File: src/rtl/fence_t_seq_if.sv
// Handshake and control bundle of the fence.t sequencer.
// The master side is the controller environment, the slave side is the sequencer.
interface fence_t_seq_if #(
  parameter int NUM_DRAIN = 2,
  parameter int PAD_W     = 32,
  parameter int NUM_SRC   = 2
);
  localparam int SEL_W = (NUM_SRC > 1) ? $clog2(NUM_SRC) : 1;

  logic                 clr_i;
  logic                 fence_t_i;
  logic                 pad_en_i;
  logic [PAD_W-1:0]     pad_i;
  logic [SEL_W-1:0]     src_sel_i;
  logic [NUM_SRC-1:0]   src_evt_i;
  logic                 flush_ack_i;
  logic [NUM_DRAIN-1:0] busy_i;

  logic                 flush_req_o;
  logic                 halt_o;
  logic                 stall_o;
  logic                 clr_o;
  logic                 cache_init_no;
  logic [PAD_W-1:0]     ceil_o;
  logic                 ceil_valid_o;
  logic                 drain_err_o;
  logic                 busy_o;

  modport master (
    output clr_i, fence_t_i, pad_en_i, pad_i,
    output src_sel_i, src_evt_i, flush_ack_i, busy_i,
    input  flush_req_o, halt_o, stall_o, clr_o,
    input  cache_init_no, ceil_o, ceil_valid_o,
    input  drain_err_o, busy_o
  );

  modport slave (
    input  clr_i, fence_t_i, pad_en_i, pad_i,
    input  src_sel_i, src_evt_i, flush_ack_i, busy_i,
    output flush_req_o, halt_o, stall_o, clr_o,
    output cache_init_no, ceil_o, ceil_valid_o,
    output drain_err_o, busy_o
  );
endinterface

File: src/rtl/fence_t_seq.sv
// fence.t microreset sequencer: flush, multi-channel drain,
// optional pad to a timing boundary, then a uarch clear pulse.
module fence_t_seq #(
  parameter int NUM_DRAIN     = 2,
  parameter int DRAIN_IDLE    = 16,
  parameter int DRAIN_TIMEOUT = 1024,
  parameter int CLR_CYCLES    = 16,
  parameter int INIT_HOLD     = 3,
  parameter int PAD_W         = 32,
  parameter int NUM_SRC       = 2
) (
  input logic          clk_i,
  input logic          rst_i,
  fence_t_seq_if.slave bus
);
  localparam int SEL_W  = (NUM_SRC > 1) ? $clog2(NUM_SRC) : 1;
  localparam int IDL_W  = (DRAIN_IDLE > 1) ? $clog2(DRAIN_IDLE) : 1;
  localparam int CLR_W  = (CLR_CYCLES > 1) ? $clog2(CLR_CYCLES) : 1;
  localparam int HLD_W  = (INIT_HOLD > 0) ? $clog2(INIT_HOLD + 1) : 1;
  localparam int TO_MAX = (DRAIN_TIMEOUT > 0) ? DRAIN_TIMEOUT : 1;
  localparam int TO_W   = $clog2(TO_MAX + 1);

  localparam bit               TO_ON    = (DRAIN_TIMEOUT != 0);
  localparam logic [IDL_W-1:0] IDL_SAT  = IDL_W'(DRAIN_IDLE - 1);
  localparam logic [CLR_W-1:0] CLR_LAST = CLR_W'(CLR_CYCLES - 1);
  localparam logic [HLD_W-1:0] HLD_LD   = HLD_W'(INIT_HOLD);
  localparam logic [TO_W-1:0]  TO_SAT   = TO_W'(TO_MAX);
  localparam logic [TO_W-1:0]  TO_HIT   = TO_W'(TO_MAX - 1);

  typedef enum logic [2:0] {
    S_IDLE,
    S_FLUSH,
    S_DRAIN,
    S_PAD,
    S_RST
  } state_t;

  state_t state;
  state_t state_n;

  logic [NUM_SRC-1:0] evt_q;
  logic               load;
  logic [PAD_W-1:0]   pad_cnt;
  logic [IDL_W-1:0]   idle_cnt [NUM_DRAIN];
  logic               drained;
  logic [CLR_W-1:0]   clr_cnt;
  logic [HLD_W-1:0]   hold_cnt;
  logic [TO_W-1:0]    to_cnt;
  logic [PAD_W-1:0]   ceil_s;
  logic [PAD_W-1:0]   ceil_q;
  logic               ceil_v_q;
  logic               err_q;
  logic               start;
  logic               drain_done;
  logic               rst_done;

  // An out-of-range select matches no source and never loads.
  always_comb begin
    load = 1'b0;
    for (int i = 0; i < NUM_SRC; i++) begin
      if (bus.src_sel_i == SEL_W'(i)) begin
        load = bus.src_evt_i[i] & ~evt_q[i];
      end
    end
  end

  always_ff @(posedge clk_i or posedge rst_i) begin
    if (rst_i) begin
      evt_q <= '0;
    end else if (bus.clr_i) begin
      evt_q <= '0;
    end else begin
      evt_q <= bus.src_evt_i;
    end
  end

  always_ff @(posedge clk_i or posedge rst_i) begin
    if (rst_i) begin
      pad_cnt <= '0;
    end else if (bus.clr_i) begin
      pad_cnt <= '0;
    end else if (load) begin
      pad_cnt <= bus.pad_i;
    end else if (pad_cnt != '0) begin
      pad_cnt <= pad_cnt - PAD_W'(1);
    end
  end

  always_ff @(posedge clk_i or posedge rst_i) begin
    if (rst_i) begin
      for (int k = 0; k < NUM_DRAIN; k++) begin
        idle_cnt[k] <= '0;
      end
    end else begin
      for (int k = 0; k < NUM_DRAIN; k++) begin
        if (bus.clr_i || bus.busy_i[k]) begin
          idle_cnt[k] <= '0;
        end else if (idle_cnt[k] != IDL_SAT) begin
          idle_cnt[k] <= idle_cnt[k] + IDL_W'(1);
        end
      end
    end
  end

  always_comb begin
    drained = ~|bus.busy_i;
    for (int k = 0; k < NUM_DRAIN; k++) begin
      if (idle_cnt[k] != IDL_SAT) begin
        drained = 1'b0;
      end
    end
  end

  // Elapsed cycles since the last trigger; 0 when the pad has expired.
  assign ceil_s = (pad_cnt == '0) ? '0 : bus.pad_i - pad_cnt;

  always_ff @(posedge clk_i or posedge rst_i) begin
    if (rst_i) begin
      state <= S_IDLE;
    end else begin
      state <= state_n;
    end
  end

  always_comb begin
    state_n    = state;
    start      = 1'b0;
    drain_done = 1'b0;
    rst_done   = 1'b0;
    unique case (state)
      S_IDLE: begin
        if (bus.fence_t_i) begin
          state_n = S_FLUSH;
          start   = 1'b1;
        end
      end
      S_FLUSH: begin
        if (bus.flush_ack_i) begin
          state_n = S_DRAIN;
        end
      end
      S_DRAIN: begin
        if (drained) begin
          drain_done = 1'b1;
          state_n    = bus.pad_en_i ? S_PAD : S_RST;
        end
      end
      S_PAD: begin
        if (pad_cnt == '0) begin
          state_n = S_RST;
        end
      end
      S_RST: begin
        if (clr_cnt == CLR_LAST) begin
          rst_done = 1'b1;
          state_n  = S_IDLE;
        end
      end
      default: state_n = S_IDLE;
    endcase
  end

  always_ff @(posedge clk_i or posedge rst_i) begin
    if (rst_i) begin
      clr_cnt <= '0;
    end else if (state == S_RST && !rst_done) begin
      clr_cnt <= clr_cnt + CLR_W'(1);
    end else begin
      clr_cnt <= '0;
    end
  end

  // Hold runs on its own, so a fence started inside it cannot cut it short.
  always_ff @(posedge clk_i or posedge rst_i) begin
    if (rst_i) begin
      hold_cnt <= '0;
    end else if (rst_done) begin
      hold_cnt <= HLD_LD;
    end else if (hold_cnt != '0) begin
      hold_cnt <= hold_cnt - HLD_W'(1);
    end
  end

  always_ff @(posedge clk_i or posedge rst_i) begin
    if (rst_i) begin
      to_cnt <= '0;
    end else if (state != S_DRAIN) begin
      to_cnt <= '0;
    end else if (to_cnt != TO_SAT) begin
      to_cnt <= to_cnt + TO_W'(1);
    end
  end

  always_ff @(posedge clk_i or posedge rst_i) begin
    if (rst_i) begin
      err_q <= 1'b0;
    end else if (start) begin
      err_q <= 1'b0;
    end else if (TO_ON && state == S_DRAIN && to_cnt == TO_HIT) begin
      err_q <= 1'b1;
    end
  end

  always_ff @(posedge clk_i or posedge rst_i) begin
    if (rst_i) begin
      ceil_q   <= '0;
      ceil_v_q <= 1'b0;
    end else begin
      ceil_v_q <= drain_done;
      if (drain_done) begin
        ceil_q <= ceil_s;
      end
    end
  end

  assign bus.flush_req_o   = (state == S_FLUSH);
  assign bus.halt_o        = (state != S_IDLE);
  assign bus.busy_o        = (state != S_IDLE);
  assign bus.stall_o       = (state == S_DRAIN) ||
                             (state == S_PAD) ||
                             (state == S_RST);
  assign bus.clr_o         = (state == S_RST);
  assign bus.cache_init_no = (state == S_RST) || (hold_cnt != '0);
  assign bus.ceil_o        = ceil_q;
  assign bus.ceil_valid_o  = ceil_v_q;
  assign bus.drain_err_o   = err_q;

endmodule

File: src/flat_wrapper.sv
// flat-port wrapper written by rule: the top's interface ports become plain ports
module fence_t_seq_flat 
#(
  parameter int NUM_DRAIN     = 2,
  parameter int DRAIN_IDLE    = 16,
  parameter int DRAIN_TIMEOUT = 1024,
  parameter int CLR_CYCLES    = 16,
  parameter int INIT_HOLD     = 3,
  parameter int PAD_W         = 32,
  parameter int NUM_SRC       = 2
)
  (clk_i, rst_i, bus_clr_i, bus_fence_t_i, bus_pad_en_i, bus_pad_i, bus_src_sel_i, bus_src_evt_i, bus_flush_ack_i, bus_busy_i, bus_flush_req_o, bus_halt_o, bus_stall_o, bus_clr_o, bus_cache_init_no, bus_ceil_o, bus_ceil_valid_o, bus_drain_err_o, bus_busy_o);
  fence_t_seq_if #(.NUM_DRAIN(NUM_DRAIN), .PAD_W(PAD_W), .NUM_SRC(NUM_SRC)) bus_i ();
  input logic clk_i;
  input logic rst_i;
  input wire logic [$bits(bus_i.clr_i)-1:0] bus_clr_i;
  input wire logic [$bits(bus_i.fence_t_i)-1:0] bus_fence_t_i;
  input wire logic [$bits(bus_i.pad_en_i)-1:0] bus_pad_en_i;
  input wire logic [$bits(bus_i.pad_i)-1:0] bus_pad_i;
  input wire logic [$bits(bus_i.src_sel_i)-1:0] bus_src_sel_i;
  input wire logic [$bits(bus_i.src_evt_i)-1:0] bus_src_evt_i;
  input wire logic [$bits(bus_i.flush_ack_i)-1:0] bus_flush_ack_i;
  input wire logic [$bits(bus_i.busy_i)-1:0] bus_busy_i;
  output wire logic [$bits(bus_i.flush_req_o)-1:0] bus_flush_req_o;
  output wire logic [$bits(bus_i.halt_o)-1:0] bus_halt_o;
  output wire logic [$bits(bus_i.stall_o)-1:0] bus_stall_o;
  output wire logic [$bits(bus_i.clr_o)-1:0] bus_clr_o;
  output wire logic [$bits(bus_i.cache_init_no)-1:0] bus_cache_init_no;
  output wire logic [$bits(bus_i.ceil_o)-1:0] bus_ceil_o;
  output wire logic [$bits(bus_i.ceil_valid_o)-1:0] bus_ceil_valid_o;
  output wire logic [$bits(bus_i.drain_err_o)-1:0] bus_drain_err_o;
  output wire logic [$bits(bus_i.busy_o)-1:0] bus_busy_o;
  assign bus_i.clr_i = bus_clr_i;
  assign bus_i.fence_t_i = bus_fence_t_i;
  assign bus_i.pad_en_i = bus_pad_en_i;
  assign bus_i.pad_i = bus_pad_i;
  assign bus_i.src_sel_i = bus_src_sel_i;
  assign bus_i.src_evt_i = bus_src_evt_i;
  assign bus_i.flush_ack_i = bus_flush_ack_i;
  assign bus_i.busy_i = bus_busy_i;
  assign bus_flush_req_o = bus_i.flush_req_o;
  assign bus_halt_o = bus_i.halt_o;
  assign bus_stall_o = bus_i.stall_o;
  assign bus_clr_o = bus_i.clr_o;
  assign bus_cache_init_no = bus_i.cache_init_no;
  assign bus_ceil_o = bus_i.ceil_o;
  assign bus_ceil_valid_o = bus_i.ceil_valid_o;
  assign bus_drain_err_o = bus_i.drain_err_o;
  assign bus_busy_o = bus_i.busy_o;
  fence_t_seq #(.NUM_DRAIN(NUM_DRAIN), .DRAIN_IDLE(DRAIN_IDLE), .DRAIN_TIMEOUT(DRAIN_TIMEOUT), .CLR_CYCLES(CLR_CYCLES), .INIT_HOLD(INIT_HOLD), .PAD_W(PAD_W), .NUM_SRC(NUM_SRC)) u_core (.clk_i(clk_i), .rst_i(rst_i), .bus(bus_i));
endmodule
File: config.mk
export PLATFORM = sky130hd
export DESIGN_NAME = fence_t_seq_flat
export DESIGN_NICKNAME = d
export VERILOG_FILES = /design/src/rtl/fence_t_seq_if.sv /design/src/rtl/fence_t_seq.sv /design/src/flat_wrapper.sv
export SDC_FILE = /design/constraint.sdc
export NUM_CORES = 1
export LEC_CHECK = 0
export ABC_AREA = 1
export ABC_CLOCK_PERIOD_IN_PS = 3400
export BUFFER_PORTS_ARGS = -buffer_cell sky130_fd_sc_hd__buf_2
export CORE_MARGIN = 2
export CORE_UTILIZATION = 48
export CTS_BUF_LIST = sky130_fd_sc_hd__clkbuf_8
export DETAILED_ROUTE_END_ITERATION = 8
export PLACE_DENSITY = 0.67
export SLEW_MARGIN = 20
export SYNTH_ARGS = -nofsm -noshare
export SYNTH_HDL_FRONTEND = slang
export SYNTH_SLANG_ARGS = --single-unit
File: constraint.sdc
create_clock -name clk_i -period 3.4 [get_ports clk_i]
set_input_delay 0.34 -clock clk_i [delete_from_list [all_inputs] [get_ports clk_i]]
set_output_delay 0.34 -clock clk_i [all_outputs]
set_load 0.02 [all_outputs]
==> impl_results.md, run 1 <==
* Status: finished clean
* DP Area at 8110 µm²
* Prevailing post-synth register cell: dfrtp_1
* CP Cell Sequence: inv_1 > ha_1 > nand2_2 > nor2_8 > nand3_4 > nor2_8 > nand4_4 > nand2_4 > o21ai_0
* Number of cells on the worst reg-to-reg path at 9
* Synth Instances at 1,152
* Area contributors post-synth: dfrtp_1, nand2_1, inv_1, ha_1, nor2_1
* Worst path max stage delay at 0.43 ns
* Synth Net Count at about 1.2k
* Pleak at 4.72 nW
* Setup TNS Final at 0 ns
* CTS Hold Buffers Added at 0
* Reg2reg start: u_core.pad_cnt[0]
* Wire per inst at 13.3 µm
* Synthesized flop and latch total at 96
* First-pass DRT Iterations at 5
* Overall global routing resource usage at 0.247
* Core ar. at 15,300 µm²
* Endpoints failing hold at 0
* Warnings, synthesis at 0
* Worst skew pair latency at around 0.40 ns
* Die Span Y at 129 µm
* Crit path max fanout at 24
* Starting DRT DRC Count at 496
* Yosys top cell area share at 0.320
* Area Overhead vs Synth at 10.3%
* Layout fillers at around 1.6k
* Net count, final at about 1.3k
* RD Place Congestion at around 1
* Total vias in the final route at 7,153
* Minimum clock period at 2.16 ns
* Setup repair bufs after CTS at 0
* Initial antenna violation count at 0
* Final antenna-violating net count at 0
* Destination of the critical timing path: u_core.pad_cnt[1]
* Async SR Flop Fraction at 1.00
* Detail-routed via count per cell at slightly below 5
* Worst hold margin at 0.0482 ns
* Clock transition at path regs at about 0.090 ns
* Worst vdd ir at 0.213 mV
* Startpoint types: register
* Maximum root-to-sink buffer count at 2
* WP data arrival at 2.43 ns
* IO Port Bufs at 82
* Layout cell share with drive strength beyond 1 at 0.120
* Seq/Total Area, Yosys at 0.320
* Vias in the first global route at 6,588
* Final WL at 19,300 µm
* Mean Syn Cell Area at between 6 and 7 µm²
* Power per cell area at approximately 400 nW/µm²
* Largest area contributor in the netlist: dfrtp_1
* Synth unique cells at 47
* Final setup fails at 0
* Post-synth EDFFs at 0
* R2r endpoint: u_core.pad_cnt[1]
* Slew Limit Fails at 0
* Setup CP Type: register to register
* Number of diodes at 0
* Max-cap viol count at 0
* Largest net degree at the start of global routing at between 50 and 60
* CP dominant cell by count: nor2_8
* DRC errors left at 0
* CTS buffer count at 9
* Hold WC Path Type: primary input to async pin
* Die width at 129 µm
* Worst setup path start: u_core.pad_cnt[0]
* R2R Setup Slk at 1.24 ns
* Resized cells post-CTS at 0
* Global-route wire length before repair at 32,400 µm
* Fin area at between 8000 and 9000 µm²
* H-tree lvl count at 3
* Initial Utilization at 0.492
* I/O pins at 83
* Period utilization at 0.636
* Standard-cell rows at 45
* CP Capture Type: register
* CP max-delay cell: dfrtp_1
* Layout Skew at 0.0128 ns
* Max frequency at 463 MHz
* Grt total ovfl at 0
* Mapped cell area at 7500 µm²
* CTS tree: done
* Hpwl dp at 15,500 µm
* Slew at the pin closest to its max-slew limit at 0.732 ns
* Max-slew headroom at the worst pin at 0.512
* RSZ-0062 raised after global routing: no
* Critical path required time at 3.67 ns
* Die area at 16,600 µm²
* TritonCTS Sinks at 96
* Clock tree root buffer cell: clkbuf_8
how the worst min path moves through the flow:
stage | startpoint | depth (start not counted) | endpoint
floorplan | bus_clr_i | 1 | u_core.evt_q[0]
global placement | u_core.clr_cnt[0] | 1 | u_core.clr_cnt[0]
detailed placement | u_core.clr_cnt[0] | 1 | u_core.clr_cnt[0]
CTS | rst_i | 2 | u_core.bus.drain_err_o
global route | rst_i | 2 | u_core.to_cnt[5]
finish | rst_i | 2 | u_core.clr_cnt[2]
cell families (layout without fill, tap and decap cells):
kind of cell             after synthesis  after routing  synth area share
AND/OR/NAND/NOR                      668            668             0.386
buffers and inverters                214            298             0.112
AO/OA/AOI/OAI                        106            106            0.0805
flip-flops                            96             96             0.320
adder cells (fa/ha/maj)               40             40            0.0677
XOR/XNOR                              26             26            0.0303
multiplexers                           2              2           0.00267
routing by layer:
metal  global-route usage  wire length, µm  up-vias
met5                    0                0        -
met4               0.0902              410        0
met3               0.0293              878       32
met2                0.383             8240      181
met1                0.357             9780     3191
li1                     -                -     3749
cell usage after synthesis (all sizes together) (5+ instances only):
| cell type | n |
|---|---|
| nand2 | 397 |
| inv | 195 |
| nor2 | 135 |
| dfrtp | 96 |
| nand3 | 92 |
| a21oi | 51 |
| o21ai | 40 |
| ha | 39 |
| xor2 | 18 |
| nand4 | 16 |
| nor3 | 12 |
| buf | 9 |
| clkbuf | 9 |
| xnor2 | 8 |
| nand3b | 5 |
| or2 | 5 |
flip-flops by register name (all words and copies together) (netlist names):
name / count
u_core.bus.drain_err_o: 1
u_core.hold_cnt: 2
u_core.evt_q: 2
u_core.bus.ceil_o: 32
u_core.bus.ceil_valid_o: 1
u_core.pad_cnt: 32
u_core.to_cnt: 11
u_core.clr_cnt: 4
u_core.idle_cnt: 8
u_core.state: 3
worst max-delay path: cells and delay by family, from the launching register on:
kind                     cells  cell delay (ns)
flip-flops                   1             0.43
buffers and inverters        1             0.14
AND/OR/NAND/NOR              6             1.06
adder cells (fa/ha/maj)      1             0.25
AO/OA/AOI/OAI                1             0.14
cell type report:
class / count / area (µm²) / area share
clock buffers: 9 / 124 / 0.0150
clock inverters: 7 / 46.3 / 0.00559
inverters: 196 / 741 / 0.0895
multi-input cells: 842 / 4260 / 0.515
flip-flops and latches: 96 / 2400 / 0.290
well taps: 211 / 264 / 0.0319
repair buffers: 86 / 440 / 0.0532
layout by cell type, fill, tap and decap left out, types with 3 or more instances in the layout:
master,instances
dfrtp_1,96
xor2_1,18
nand3_1,80
o21ai_0,37
nor2_1,125
ha_1,39
a31oi_1,3
clkbuf_8,9
nand2_2,3
inv_6,3
or2_2,5
o21ai_1,3
nor3_1,12
nand3_2,11
o21bai_1,3
inv_2,3
buf_4,4
xnor2_1,8
nor2_4,3
a21oi_2,10
nand4_1,15
nor4_1,3
nand2_1,392
nor2_2,5
inv_1,192
nand3b_1,5
buf_2,82
a21oi_1,41
power breakdown:
group          total, mW  internal [mW]  leakage (nW)  switching (mW)
combinational       1.37          0.446          3.32           0.922
sequential          1.28           1.21          1.31          0.0711
clock              0.716          0.268        0.0930           0.448
total               3.37           1.92          4.72            1.44
per-stage QoR:
step           setup slack (ns)  instances   util  total power, mW
2_1_floorplan             0.555       1152      -             2.34
3_3_place_gp               1.32       1431  0.531             2.65
3_5_place_dp               1.28       1431  0.531             2.66
4_1_cts                    1.22       1447  0.542             3.37
5_1_grt                   0.989       1447  0.542             3.63
6_report                   1.24       1447  0.542             3.37
(Power assumes the default switching activity.)
==> run 2: changes to the inputs <==
--- a/config.mk
+++ b/config.mk
@@ -6,7 +6,7 @@
 export NUM_CORES = 1
 export LEC_CHECK = 0
 export ABC_AREA = 1
-export ABC_CLOCK_PERIOD_IN_PS = 3400
+export ABC_CLOCK_PERIOD_IN_PS = 2000
 export BUFFER_PORTS_ARGS = -buffer_cell sky130_fd_sc_hd__buf_2
 export CORE_MARGIN = 2
 export CORE_UTILIZATION = 48
==> constraint.sdc (replaced) <==
create_clock -name clk_i -period 2 [get_ports clk_i]
set_input_delay 0.2 -clock clk_i [delete_from_list [all_inputs] [get_ports clk_i]]
set_output_delay 0.2 -clock clk_i [all_outputs]
set_load 0.02 [all_outputs]
==> run 2 against run 1 <==
Compared with the run above: clock power is 68% higher; core utilization up 4.6 points; maximum frequency is 13% higher; clock-buffer cell count up 1; power is 80% higher; critical path type unchanged; critical path depth grew 2.
==> impl_results.md, run 2 (same netlist as run 1, synthesis figures left out) <==
* Crit path max fanout at 4
* Pleak at 4.93 nW
* DRC errors left at 0
* Worst vdd ir at 0.404 mV
* R2R Setup Slk at 0.09 ns
* H-tree lvl count at 3
* Layout fillers at about 1.5k
* Core ar. at 15,300 µm²
* CP bufs+invs at 2
* Layout Skew at 0.0128 ns
* Worst hold margin at 0.0118 ns
* Wire per inst at ~13 µm
* Setup TNS Final at 0 ns
* Die width at 129 µm
* RD Place Congestion at around 0.95
* Die Span Y at 129 µm
* Multi-input gate area at 4600 µm²
* CTS tree: done
* Cell Count, Final, Fillers Out at 1,487
* Slew at the pin closest to its max-slew limit at 0.521 ns
* Net count, final at 1,355
* Switching share of power at 0.419
* CP Capture Type: register
* Final WL at 19,900 µm
* Standard-cell rows at 45
* WP data arrival at 2.20 ns
* Met3 WL at 799 µm
* Layout cell share with drive strength beyond 1 at 0.199
* Comb power frac at 0.446
* CP dominant cell by count: nand2_1
* Status: finished clean
* IO Port Bufs at 82
* M1 WL at 10,100 µm
* Detail-routed via count per cell at 4.86
* Die area at 16,600 µm²
* Power per cell area at 674 nW/µm²
* I/O pins at between 80 and 90
* CP max-delay cell: dfrtp_1
* Clock transition at path regs at 0.10 ns
* Clock tree root buffer cell: clkbuf_8
* Slew Limit Fails at 0
* Sw power at roughly 2.5 mW
* Register share of total power at 0.357
* Commonest non-fill, non-tap cell in the layout: nand2_1
* TritonCTS Sinks at 96
* Global-route wire length before repair at between 30,000 and 40,000 µm
* Overall global routing resource usage at 0.251
* Starting DRT DRC Count at about 480
* Max-cap viol count at 0
* Uppermost layer routed: met4
* Max-slew headroom at the worst pin at 0.652
* Critical path required time at 2.29 ns
* Minimum clock period at 1.91 ns
* Max frequency at 524 MHz
* Startpoint types: register
* Initial Utilization at 0.492
* Final antenna-violating net count at 0
* Vias in the first global route at roughly 6.7k
* Initial antenna violation count at 0
* Period utilization at 0.954
* FF+latch area at around 2400 µm²
* Setup CP Type: register to register
* Worst skew pair latency at 0.40 ns
* Commonest cells after routing, fill and taps aside: nand2_1, inv_1, nor2_1
* Met2 WL at 8680 µm
* Hpwl dp at approximately 16,000 µm
* Placed Instances at 1,466
* Worst path max stage delay at 0.43 ns
* Grt total ovfl at 0
* Hold WC Path Type: primary input to register
* Top delay family on crit path: simple AND/OR/NAND/NOR gates
* CP Cell Sequence: inv_1 > ha_4 > nand2_1 > inv_1 > nand2_1 > nand2_1 > nand3b_1 > nand2_1 > nand3b_1 > nand3_2 > nand2_1
* Final setup fails at 0
* Internal power at 3.52 mW
* Area Overhead vs Synth at 19.6%
* Largest net degree at the start of global routing at slightly below 100
* Total vias in the final route at around 7.2k
* CTS buffer count at 9
* Number of diodes at 0
* First-pass DRT Iterations at 5
* Endpoints failing hold at 0
* Maximum root-to-sink buffer count at 2
* Clock power share at 0.198
## run 2: cell types whose count changed in the layout (fill, tap and decap cells not counted), sizes merged
cell | previous run | this run
buf | 86 | 125
inv | 200 | 195
clkinvlp | 1 | 4
dlygate4sd3 | 0 | 2
clkbuf | 9 | 10
## run 2: metrics by stage
| stage | setup slack [ns] | cell area [µm²] | util | total power [mW] |
|---|---|---|---|---|
| after detailed placement | 0.0343 | 8390 | 0.550 | 4.66 |
| after CTS | 0.00527 | 8590 | 0.563 | 5.86 |
| after floorplan | 0.221 | 7510 | - | 3.97 |
| after global placement | 0.0527 | 8390 | 0.550 | 4.65 |
| final | 0.0926 | 8970 | 0.588 | 6.05 |
| after global routing | -0.0159 | 8970 | 0.588 | 6.54 |
## run 2: timing repair
item,in CTS,in global routing
setup endpoints to repair,0,28
resized for setup,0,85
endpoints found under the hold margin,97,0
buffers inserted,0,4
hold buffers,2,0
## run 2: path summary, 6_finish.rpt
| kind | startpoint | endpoint | depth (start not counted) |
|---|---|---|---|
| min in group asynchronous | rst_i | u_core.bus.ceil_o[26] | 4 |
| hold reg to reg | u_core.clr_cnt[0] | u_core.clr_cnt[0] | 1 |
| max in group asynchronous | rst_i | u_core.pad_cnt[1] | 4 |
| setup reg to reg | u_core.pad_cnt[10] | u_core.bus.ceil_o[19] | 11 |
| setup / recovery | u_core.pad_cnt[10] | u_core.bus.ceil_o[19] | 11 |
| hold / removal | bus_src_evt_i[1] | u_core.evt_q[1] | 3 |
## run 2: per-layer routing
| metal | vias up | global-route usage |
|---|---|---|
| met5 | - | 0 |
| met4 | 0 | 0.0786 |
| met3 | 22 | 0.0339 |
| met2 | 150 | 0.375 |
| met1 | 3233 | 0.379 |
| li1 | 3823 | - |
## run 2: cell type report
| type | instances | area share |
|---|---|---|
| Timing Repair Buffer | 127 | 0.0872 |
| Clock inverter | 5 | 0.00391 |
| Sequential cell | 96 | 0.268 |
| Multi-Input combinational cell | 842 | 0.513 |
| Tap cell | 211 | 0.0294 |
| Clock buffer | 10 | 0.0153 |
| Inverter | 196 | 0.0830 |
## run 2: worst min-delay path, delay by kind of cell
kind | cells | cell delay (ns)
buffers and inverters | 2 | 0.15
and+or+nand+nor | 1 | 0.04
## run 2: power groups by stage
stage                     logic (mW)  clock network, mW  registers (mW)
after global placement          2.45                  0            2.19
after detailed placement        2.46                  0            2.20
after CTS                       2.48               1.22            2.16
after floorplan                 1.79                  0            2.19
after global routing            3.05               1.32            2.18
final                           2.70               1.20            2.16
